File: src/rtl/tinyalu_dispatch.sv
// TinyALU command front-end: ADD/AND/XOR computed locally, MUL issued to the external 3-cycle multiplier.
// Optional macro TINYALU_DISPATCH_MUL_TIMEOUT_EN adds a MUL_WAIT watchdog of MUL_TIMEOUT cycles.
module tinyalu_dispatch #(
  parameter int MUL_TIMEOUT = 8
) (
  input  logic        clk,
  input  logic        rst,
  input  logic        req_valid,
  output logic        req_ready,
  input  logic [2:0]  req_op,
  input  logic [7:0]  req_a,
  input  logic [7:0]  req_b,
  output logic        rsp_valid,
  input  logic        rsp_ready,
  output logic [15:0] rsp_result,
  output logic        rsp_err,
  output logic        mul_start,
  output logic [7:0]  mul_a,
  output logic [7:0]  mul_b,
  input  logic        mul_done,
  input  logic [15:0] mul_result
);

  typedef enum logic [1:0] {
    IDLE      = 2'd0,
    MUL_ISSUE = 2'd1,
    MUL_WAIT  = 2'd2,
    RESP      = 2'd3
  } state_t;

  state_t      state_r, state_nxt_s;
  logic [15:0] result_r, result_nxt_s;
  logic        err_r, err_nxt_s;
  logic        rsp_valid_r, mul_start_r;
  logic [7:0]  mul_a_r, mul_b_r;
  logic        mul_load_s, accept_s, timeout_s;
  logic [8:0]  sum_s;

  assign req_ready  = (state_r == IDLE) && !rst;
  assign accept_s   = req_valid && req_ready;
  assign sum_s      = {1'b0, req_a} + {1'b0, req_b};
  assign rsp_valid  = rsp_valid_r;
  assign rsp_result = result_r;
  assign rsp_err    = err_r;
  assign mul_start  = mul_start_r;
  assign mul_a      = mul_a_r;
  assign mul_b      = mul_b_r;

`ifdef TINYALU_DISPATCH_MUL_TIMEOUT_EN
  localparam logic [7:0] TIMEOUT_LAST = 8'(MUL_TIMEOUT - 1);
  logic [7:0] wait_cnt_r, wait_cnt_nxt_s;

  assign timeout_s = (wait_cnt_r == TIMEOUT_LAST);

  // Watchdog counter register
  always_ff @(posedge clk) begin
    if (rst) begin
      wait_cnt_r <= 8'd0;
    end else begin
      wait_cnt_r <= wait_cnt_nxt_s;
    end
  end

  // Counts MUL_WAIT cycles; held at zero elsewhere so every wait starts fresh
  always_comb begin
    wait_cnt_nxt_s = 8'd0;
    if (state_r == MUL_WAIT) begin
      wait_cnt_nxt_s = wait_cnt_r + 8'd1;
    end else begin
      wait_cnt_nxt_s = 8'd0;
    end
  end
`else
  assign timeout_s = 1'b0;
`endif

  // Next-state, response payload and operand-load decode
  always_comb begin
    state_nxt_s  = state_r;
    result_nxt_s = result_r;
    err_nxt_s    = err_r;
    mul_load_s   = 1'b0;
    case (state_r)
      IDLE: begin
        if (accept_s) begin
          case (req_op)
            3'b000: state_nxt_s = IDLE;
            3'b001: begin
              result_nxt_s = {7'd0, sum_s};
              err_nxt_s    = 1'b0;
              state_nxt_s  = RESP;
            end
            3'b010: begin
              result_nxt_s = {8'd0, req_a & req_b};
              err_nxt_s    = 1'b0;
              state_nxt_s  = RESP;
            end
            3'b011: begin
              result_nxt_s = {8'd0, req_a ^ req_b};
              err_nxt_s    = 1'b0;
              state_nxt_s  = RESP;
            end
            3'b100: begin
              mul_load_s  = 1'b1;
              state_nxt_s = MUL_ISSUE;
            end
            default: begin
              result_nxt_s = 16'd0;
              err_nxt_s    = 1'b1;
              state_nxt_s  = RESP;
            end
          endcase
        end else begin
          state_nxt_s = IDLE;
        end
      end
      MUL_ISSUE: state_nxt_s = MUL_WAIT;
      MUL_WAIT: begin
        // A done pulse coinciding with watchdog expiry still delivers the product
        if (mul_done) begin
          result_nxt_s = mul_result;
          err_nxt_s    = 1'b0;
          state_nxt_s  = RESP;
        end else if (timeout_s) begin
          result_nxt_s = 16'hFFFF;
          err_nxt_s    = 1'b1;
          state_nxt_s  = RESP;
        end else begin
          state_nxt_s = MUL_WAIT;
        end
      end
      RESP: begin
        if (rsp_ready) begin
          state_nxt_s = IDLE;
        end else begin
          state_nxt_s = RESP;
        end
      end
      default: state_nxt_s = IDLE;
    endcase
  end

  // State and registered outputs; strobes are registered from the next state to stay glitch-free
  always_ff @(posedge clk) begin
    if (rst) begin
      state_r     <= IDLE;
      result_r    <= 16'd0;
      err_r       <= 1'b0;
      rsp_valid_r <= 1'b0;
      mul_start_r <= 1'b0;
      mul_a_r     <= 8'd0;
      mul_b_r     <= 8'd0;
    end else begin
      state_r     <= state_nxt_s;
      result_r    <= result_nxt_s;
      err_r       <= err_nxt_s;
      rsp_valid_r <= (state_nxt_s == RESP);
      mul_start_r <= (state_nxt_s == MUL_ISSUE);
      if (mul_load_s) begin
        mul_a_r <= req_a;
        mul_b_r <= req_b;
      end
    end
  end

endmodule

File: config.mk
export PLATFORM = sky130hd
export DESIGN_NAME = tinyalu_dispatch
export DESIGN_NICKNAME = d
export VERILOG_FILES = /design/src/rtl/tinyalu_dispatch.sv
export SDC_FILE = /design/constraint.sdc
export NUM_CORES = 1
export LEC_CHECK = 0
export CAP_MARGIN = 30
export CORE_ASPECT_RATIO = 1.4
export CORE_MARGIN = 3
export CORE_UTILIZATION = 45
export DETAILED_ROUTE_END_ITERATION = 7
export MAX_ROUTING_LAYER = met4
export PLACE_DENSITY = 0.9
export SLEW_MARGIN = 10
export SYNTH_ARGS = -nofsm -noshare
export SYNTH_HDL_FRONTEND = slang
export SYNTH_SLANG_ARGS = --single-unit
export TNS_END_PERCENT = 20
File: constraint.sdc
create_clock -name clk -period 4.5 [get_ports clk]
set_clock_uncertainty 0.15 [all_clocks]
set_input_delay 0.45 -clock clk [delete_from_list [all_inputs] [get_ports clk]]
set_output_delay 0.45 -clock clk [all_outputs]
set_load 0.005 [all_outputs]
==> results of run 1 <==
## metal layers
metal,vias up,track usage,routed length [µm],part of all wire
met5,-,-,0,0
met4,0,0.07445,100,0.018
met3,10,0.04819,251,0.046
met2,68,0.3843,2833,0.52
met1,941,0.2356,2232,0.41
li1,1035,-,-,-
## tightest hold or removal path, delay by kind of cell, from the launching register on
kind | cells | cell delay, ps
flip-flops | 1 | 320
AO/OA/AOI/OAI | 1 | 50
AND/OR/NAND/NOR | 1 | 50
## area by class of cell
cell class	count	area share
timing repair buffer	77	0.2694
tap	60	0.02628
multi-input combinational	195	0.4043
sequential	37	0.2593
clock inverter	1	0.002628
clock buffer	6	0.02891
inverter	7	0.009198
## power groups by stage
stage	clock network (mW)	registers, mW	logic, mW
after floorplan	0	0.356	0.108
after global placement	0	0.359	0.183
after detailed placement	0	0.359	0.189
after CTS	0.241	0.352	0.191
after global routing	0.255	0.353	0.211
final	0.235	0.352	0.192
## flip-flops by register name (all words and copies together), names as in the netlist
name	cells
rsp_result	16
mul_b	8
rsp_err	1
mul_start	1
mul_a	8
rsp_valid	1
state_r	2
## Yosys cell counts (2+ instances only)
cell,count
sky130_fd_sc_hd__a211oi_1,4
sky130_fd_sc_hd__a21o_1,3
sky130_fd_sc_hd__a21oi_1,39
sky130_fd_sc_hd__a221oi_1,5
sky130_fd_sc_hd__a22o_1,3
sky130_fd_sc_hd__buf_2,4
sky130_fd_sc_hd__buf_4,2
sky130_fd_sc_hd__clkbuf_1,5
sky130_fd_sc_hd__dfxtp_1,37
sky130_fd_sc_hd__ha_1,8
sky130_fd_sc_hd__inv_1,6
sky130_fd_sc_hd__mux2i_1,8
sky130_fd_sc_hd__nand2_1,49
sky130_fd_sc_hd__nand2b_1,2
sky130_fd_sc_hd__nand3_1,10
sky130_fd_sc_hd__nand4_1,2
sky130_fd_sc_hd__nor2_1,16
sky130_fd_sc_hd__nor2b_1,2
sky130_fd_sc_hd__nor3_1,5
sky130_fd_sc_hd__nor3b_1,2
sky130_fd_sc_hd__o21ai_0,10
sky130_fd_sc_hd__o22ai_1,2
sky130_fd_sc_hd__o31ai_1,2
sky130_fd_sc_hd__or2_1,2
## per-stage QoR
step / total power, mW / instance area [µm²] / std cells / setup WS (ps) / util
after floorplan: 0.4638 / 1991 / 252 / 2512 / -
after global placement: 0.5417 / 2755 / 375 / 1726 / 0.6499
after detailed placement: 0.5485 / 2766 / 376 / 1669 / 0.6526
after CTS: 0.7833 / 2856 / 383 / 1958 / 0.6738
after global routing: 0.8189 / 2856 / 383 / 1720 / 0.6738
final: 0.7784 / 2856 / 383 / 1957 / 0.6738
## cells by family (layout without fill, tap and decap cells)
kind of cell,after synthesis,after routing,share of synthesized area
mux,8,8,0.04023
buf+inv,20,91,0.04776
xor+xnor,2,2,0.008801
flops,37,37,0.3721
compound gates,76,76,0.2307
simple gates,100,100,0.2401
fa+ha+maj,9,9,0.06034
## how the worst max path moves through the flow
stage	start	end	slack, ps
4_1_cts	rst	req_ready	1960
3_5_place_dp	rst	mul_b[7]	1670
2_1_floorplan	req_a[0]	rsp_result[8]	2510
5_1_grt	req_op[0]	rsp_result[5]	1720
3_3_place_gp	rst	rsp_result[4]	1730
6_report	rst	req_ready	1960
==> metrics.md, run 1 <==
| Metric | Value |
|---|---|
| Number of diodes | `0` |
| Worst flop-to-flop path endpoint | `rsp_result[3]` |
| Site Rows | `28` |
| Part of the total power dissipated in the clock network | `0.302` |
| Largest area contributor in the synthesized netlist | `sky130_fd_sc_hd__dfxtp_1` |
| Clock Pin Slew Worst Setup and Hold Paths | `70 ps` |
| Number of H-tree levels | `2` |
| PD cells | `272.5 nW/µm²` |
| Final critical path time including I/O delays and setup | `2543 ps` |
| Worst Path Buf+Inv | `2` |
| Hold depth | `2` |
| Die span in y | `84.70 µm` |
| Logic gate share of total power | `0.246` |
| Post-route setup TNS | `0 ps` |
| Peak VDD IR | `232.2 µV` |
| Most used flip-flop cell after synthesis | `sky130_fd_sc_hd__dfxtp_1` |
| Maximum number of pins on one net before global-route repair | `29` |
| Num CTS Buffers | `5` |
| Critical path data required time | `3900 ps` |
| Number of antenna violations at the first check in global routing | `0` |
| Number of distinct library cells after synthesis | `48` |
| Final setup violation count | `0` |
| Net count after synthesis | `301` |
| Hold violation total from the final report | `0` |
| Number of max-cap violations | `0` |
| Crit-path cells | `clkdlybuf4s50_1 -> nor3_1 -> clkdlybuf4s50_1` |
| Data arrival time at the worst-slack endpoint | `1940 ps` |
| Cell family with the largest share of critical-path delay | `buffers and inverters` |
| First-pass GRT wire length | `8976 µm` |
| Wire length after detailed routing | `5418 µm` |
| Count of nets left with antenna violations after detail routing | `0` |
| Max-Slew Margin vs Limit | `0.5644` |
| Critical path start-end classification | `input pin to output port` |
| Fill cell count | `362` |
| Iteration-0 DRC Markers | `95` |
| Leak | `1.037 nW` |
| Setup repair after global routing missed its margin | `false` |
| Net switching share of the total power | `0.2820` |
| Reg-to-reg setup timing slack | `2120 ps` |
| Detailed placement HPWL | `4201 µm` |
| Global route total overflow | `0` |
| Pre-antenna DRT Iters | `4` |
| Die Outline Area | `5269 µm²` |
| Core area | `4239 µm²` |
| Average cell area after synthesis | `7.899 µm²` |
| CTS tree | `built` |
| Part of the Yosys area used for sequential elements | `0.3721` |
| Class of the tightest hold or removal check | `flip-flop to flip-flop` |
| Syn. warnings | `0` |
| Commonest non-fill, non-tap cell in the layout | `sky130_fd_sc_hd__clkdlybuf4s50_1` |
| Critical path endpoint category | `output port` |
| Number of top-level design ports | `76` |
| Leading cell types in the layout, fill and taps excluded | `sky130_fd_sc_hd__clkdlybuf4s50_1, sky130_fd_sc_hd__nand2_1, sky130_fd_sc_hd__a21oi_1` |
| Logic depth of the worst setup path including buffers | `3` |
| Multi-input gate area in the final layout | `1155 µm²` |
| Avg Vias per Cell | `5.363` |
| Internal power summed over all cells | `0.5589 mW` |
| DRC violations left | `0` |
| Crit Reg-Reg Startpoint | `state_r[1]` |
| Logic depth of the worst register-to-register path | `6` |
| Critical Path Fanout Max | `13` |
| Final RePlAce weighted congestion | `0.9301` |
| Post-CTS Setup Inserts | `0` |
| Critical path's most frequent cell | `sky130_fd_sc_hd__clkdlybuf4s50_1` |
| Period utilisation layout | `0.5652` |
| Vias in the first global route | `1994` |
| Number of flops mapped to enable cells by yosys | `0` |
| Crit path max-delay cell type | `sky130_fd_sc_hd__clkdlybuf4s50_1` |
| Starting density of the core | `0.4696` |
| Hold path start | `rsp_result[10]` |
| Count of input and output buffers | `75` |
| Max-slew violation total from the final report | `0` |
| Sort of element at the start of the critical path | `input pin` |
| Vias after detailed routing | `2054` |
| Average wire per cell in the routed design | `14.15 µm` |
| Relative area change from synthesis to final layout | `43.49%` |
| Net Sw Power | `0.2195 mW` |
| Synthesized instance count | `252` |
| Worst hold slack across all endpoints | `311.3 ps` |
| Total area of sequential cells | `740.7 µm²` |
| CTS Hold Bufs | `0` |
| Clock Path Buffers | `2` |
| End point of the worst hold path | `rsp_result[10]` |
| Register bit count reported by yosys | `37` |
| Share of Yosys cell area claimed by the top area cell type | `0.3721` |
| Portion of total power attributed to sequential cells | `0.452` |
| Number of instances resized during post-cts repair | `0` |
| Outcome | `finished clean` |
| Sink count of the clock tree | `37` |
| Post-synth ARST share | `0` |
| Cell area after technology mapping | `1991 µm²` |
| Clock tree root driver cell | `sky130_fd_sc_hd__clkbuf_8` |
| Width of the die | `62.21 µm` |
| Overall global routing resource usage | `0.2159` |
| Share of final-layout standard cells stronger than drive strength 1 | `0.04644` |
| Clock latency at the later pin of the worst-skew pair | `290 ps` |
| Cell types occupying the most area after synthesis | `sky130_fd_sc_hd__dfxtp_1, sky130_fd_sc_hd__a21oi_1, sky130_fd_sc_hd__nand2_1` |
| Largest incremental delay on the critical path | `690 ps` |
| Transition at the pin with the smallest max-transition slack | `653.3 ps` |
| Fmax achieved | `0.3932 GHz` |
| Final nets | `372` |
No activity file was read; power rests on OpenSTA's default activity.
==> run 2: changes to the inputs <==
--- a/config.mk
+++ b/config.mk
@@ -8,10 +8,10 @@
 export CAP_MARGIN = 30
 export CORE_ASPECT_RATIO = 1.4
 export CORE_MARGIN = 3
-export CORE_UTILIZATION = 45
+export CORE_UTILIZATION = 40
 export DETAILED_ROUTE_END_ITERATION = 7
 export MAX_ROUTING_LAYER = met4
-export PLACE_DENSITY = 0.9
+export PLACE_DENSITY = 0.85
 export SLEW_MARGIN = 10
 export SYNTH_ARGS = -nofsm -noshare
 export SYNTH_HDL_FRONTEND = slang
==> constraint.sdc (replaced) <==
create_clock -name clk -period 2.3 [get_ports clk]
set_clock_uncertainty 0.15 [all_clocks]
set_input_delay 0.23 -clock clk [delete_from_list [all_inputs] [get_ports clk]]
set_output_delay 0.23 -clock clk [all_outputs]
set_load 0.005 [all_outputs]
==> metrics.md, run 2 (synthesis gave the netlist of run 1 again) <==
| Metric | Value |
|---|---|
| Critical Path Fanout Max | `4 (-9)` |
| Post-CTS Setup Inserts | `0 (unchanged)` |
| Setup crit end | `rsp_result[6]` |
| Critical path start-end classification | `input pin to flip-flop` |
| Launching element of the worst setup path | `req_a[0]` |
| DRC violations left | `0 (unchanged)` |
| Sort of element at the start of the critical path | `input pin` |
| Critical path endpoint category | `flip-flop` |
| Starting density of the core | `0.4253 (-0.04431)` |
| Number of instances resized during post-cts repair | `0 (unchanged)` |
| Core area | `4681 µm² (+10%)` |
| Number of top-level design ports | `76 (unchanged)` |
| Crit-path cells | `clkdlybuf4s50_1 -> ha_1 -> inv_1 -> fa_1 -> nor2b_1 -> o2111ai_1 -> a211o_1 -> nand3_1 -> a22o_1` |
| Relative area change from synthesis to final layout | `47.89%` |
| Number of diodes | `0 (unchanged)` |
| Peak VDD IR | `353.7 µV (+52%)` |
| Iteration-0 DRC Markers | `100 (+5.3%)` |
| Number of H-tree levels | `2 (unchanged)` |
| Multi-input gate area in the final layout | `1155 µm² (unchanged)` |
| Overall global routing resource usage | `0.2014 (-0.01447)` |
| Leak | `1.095 nW (+5.6%)` |
| Tot Pwr | `1.624 mW (+110%)` |
| Commonest non-fill, non-tap cell in the layout | `sky130_fd_sc_hd__clkdlybuf4s50_1` |
| Die span in y | `89.47 µm (+5.6%)` |
| Cell family with the largest share of critical-path delay | `compound AO/OA/AOI/OAI gates` |
| Data arrival time at the worst-slack endpoint | `2240 ps (+300 ps)` |
| Wire length after detailed routing | `5621 µm (+3.7%)` |
| Period utilisation layout | `0.9360` |
| Vias after detailed routing | `2086 (+1.6%)` |
| Final critical path time including I/O delays and setup | `2153 ps` |
| Maximum number of pins on one net before global-route repair | `39 (+34%)` |
| Fill cell count | `419 (+16%)` |
| CTS Hold Bufs | `0 (unchanged)` |
| Number of antenna violations at the first check in global routing | `0 (unchanged)` |
| Worst flop-to-flop path endpoint | `rsp_result[0]` |
| Site Rows | `29 (+3.6%)` |
| Reg-to-reg setup timing slack | `430 ps (-1690 ps)` |
| Transition at the pin with the smallest max-transition slack | `409.2 ps (-244.1 ps)` |
| Num CTS Buffers | `5 (unchanged)` |
| Clock latency at the later pin of the worst-skew pair | `290 ps (about the same)` |
| Logic depth of the worst setup path including buffers | `9 (+6)` |
| Share of final-layout standard cells stronger than drive strength 1 | `0.07508 (+0.02864)` |
| Pre-antenna DRT Iters | `4 (unchanged)` |
| Clock Path Buffers | `2 (unchanged)` |
| Hold violation total from the final report | `0 (unchanged)` |
| Global route total overflow | `0 (unchanged)` |
| Standard cell area after detailed placement | `2840 µm² (+2.7%)` |
| Average wire per cell in the routed design | `14.23 µm (+0.59%)` |
| Width of the die | `65.62 µm (+5.5%)` |
| Fmax achieved | `0.4645 GHz` |
| Count of nets left with antenna violations after detail routing | `0 (unchanged)` |
| Total area of sequential cells | `740.7 µm² (unchanged)` |
| Number of max-cap violations | `0 (unchanged)` |
| Largest incremental delay on the critical path | `500 ps (-190 ps)` |
| Avg Vias per Cell | `5.281 (-1.5%)` |
| Class of the tightest hold or removal check | `flip-flop to flip-flop` |
| Critical path data required time | `2380 ps (-1520 ps)` |
| Logic depth of the worst register-to-register path | `7 (+1)` |
| Max-Slew Margin vs Limit | `0.7257 (+0.1613)` |
| Fin util | `0.6290 (-0.04487)` |
| Die Outline Area | `5871 µm² (+11%)` |
| Clock Pin Slew Worst Setup and Hold Paths | `80 ps (about the same)` |
| Outcome | `finished clean` |
| Final setup violation count | `0 (unchanged)` |
| Setup repair after global routing missed its margin | `false` |
| Clock tree root driver cell | `sky130_fd_sc_hd__clkbuf_8` |
| Vias in the first global route | `1999 (+0.25%)` |
| Sink count of the clock tree | `37 (unchanged)` |
| Final RePlAce weighted congestion | `0.8964 (-3.6%)` |
| Crit path max-delay cell type | `sky130_fd_sc_hd__clkdlybuf4s50_1` |
| Final nets | `382 (+2.7%)` |
| PD cells | `551.8 nW/µm² (+100%)` |
| Count of input and output buffers | `75 (unchanged)` |
| Number of flip-flops under the largest register name | `16 (unchanged)` |
| Worst Path Buf+Inv | `2 (unchanged)` |
| Detailed placement HPWL | `4366 µm (+3.9%)` |
| Crit Reg-Reg Startpoint | `state_r[1]` |
| First-pass GRT wire length | `9101 µm (+1.4%)` |
| Max-slew violation total from the final report | `0 (unchanged)` |
| Final design instance area without fill | `2944 µm² (+3.1%)` |
| CTS tree | `built` |
| Leading cell types in the layout, fill and taps excluded | `sky130_fd_sc_hd__clkdlybuf4s50_1, sky130_fd_sc_hd__nand2_1, sky130_fd_sc_hd__a21oi_1` |
## run 2: cell count changes in the layout (fill, tap and decap cells not counted)
cell | previous run | this run
sky130_fd_sc_hd__buf_4 | 1 | 12
sky130_fd_sc_hd__buf_6 | 1 | 0
sky130_fd_sc_hd__clkinvlp_4 | 1 | 0
sky130_fd_sc_hd__clkinv_2 | 0 | 1
sky130_fd_sc_hd__a21boi_1 | 0 | 1
sky130_fd_sc_hd__bufinv_16 | 0 | 1
sky130_fd_sc_hd__a21boi_0 | 1 | 0
sky130_fd_sc_hd__clkbuf_8 | 6 | 5
## run 2: cell type report
type	instances	area share
clock buffer	5	0.02337
multi-input combinational	195	0.3923
clock inverter	2	0.01190
tap	62	0.02635
inverter	7	0.008925
sequential	37	0.2516
timing repair buffer	87	0.2856
## run 2: layer usage
metal | wire length [µm] | track usage
met5 | 0 | -
met1 | 2318 | 0.2342
met3 | 260 | 0.03396
met2 | 2942 | 0.3458
met4 | 101 | 0.07358
## run 2: metrics by stage
stage	instances	setup slack [ps]	TNS, ps	hold WS (ps)
floorplan	252	531.9	0	216.0
detailed placement	388	-153.5	-402.3	293.5
global placement	388	-79.79	-131.7	288.0
global route	395	1.231	0	318.1
finish	395	147.1	0	301.0
CTS	395	149.2	0	304.3
## run 2: worst min-delay path by stage
stage	start	to	slack (ps)	cells past startpoint
2_1_floorplan	req_a[0]	mul_a[0]	220	2
3_3_place_gp	rsp_result[15]	rsp_result[15]	290	2
3_5_place_dp	rsp_result[15]	rsp_result[15]	290	2
4_1_cts	rsp_result[15]	rsp_result[15]	300	2
5_1_grt	rsp_result[15]	rsp_result[15]	320	2
6_report	rsp_result[15]	rsp_result[15]	300	2
## run 2: worst min-delay path, cell delays in order (launching register included)
cell	delay, ps
sky130_fd_sc_hd__dfxtp_1	310
sky130_fd_sc_hd__nand2_1	50
sky130_fd_sc_hd__a21oi_1	50
## run 2: power breakdown
group          total, mW  internal (mW)  switching (mW)  leakage [nW]
combinational      0.395          0.205           0.190         0.741
sequential         0.686          0.665          0.0208         0.300
clock              0.543          0.315           0.228        0.0540
total               1.62           1.19           0.438          1.10
==> run 3: changes to the inputs <==
--- a/config.mk
+++ b/config.mk
@@ -9,6 +9,7 @@
 export CORE_ASPECT_RATIO = 1.4
 export CORE_MARGIN = 3
 export CORE_UTILIZATION = 40
+export CTS_CLUSTER_SIZE = 14
 export DETAILED_ROUTE_END_ITERATION = 7
 export MAX_ROUTING_LAYER = met4
 export PLACE_DENSITY = 0.85
==> results of run 3 <==
The final DEF is identical to that of run 2; final timing and power are the same.
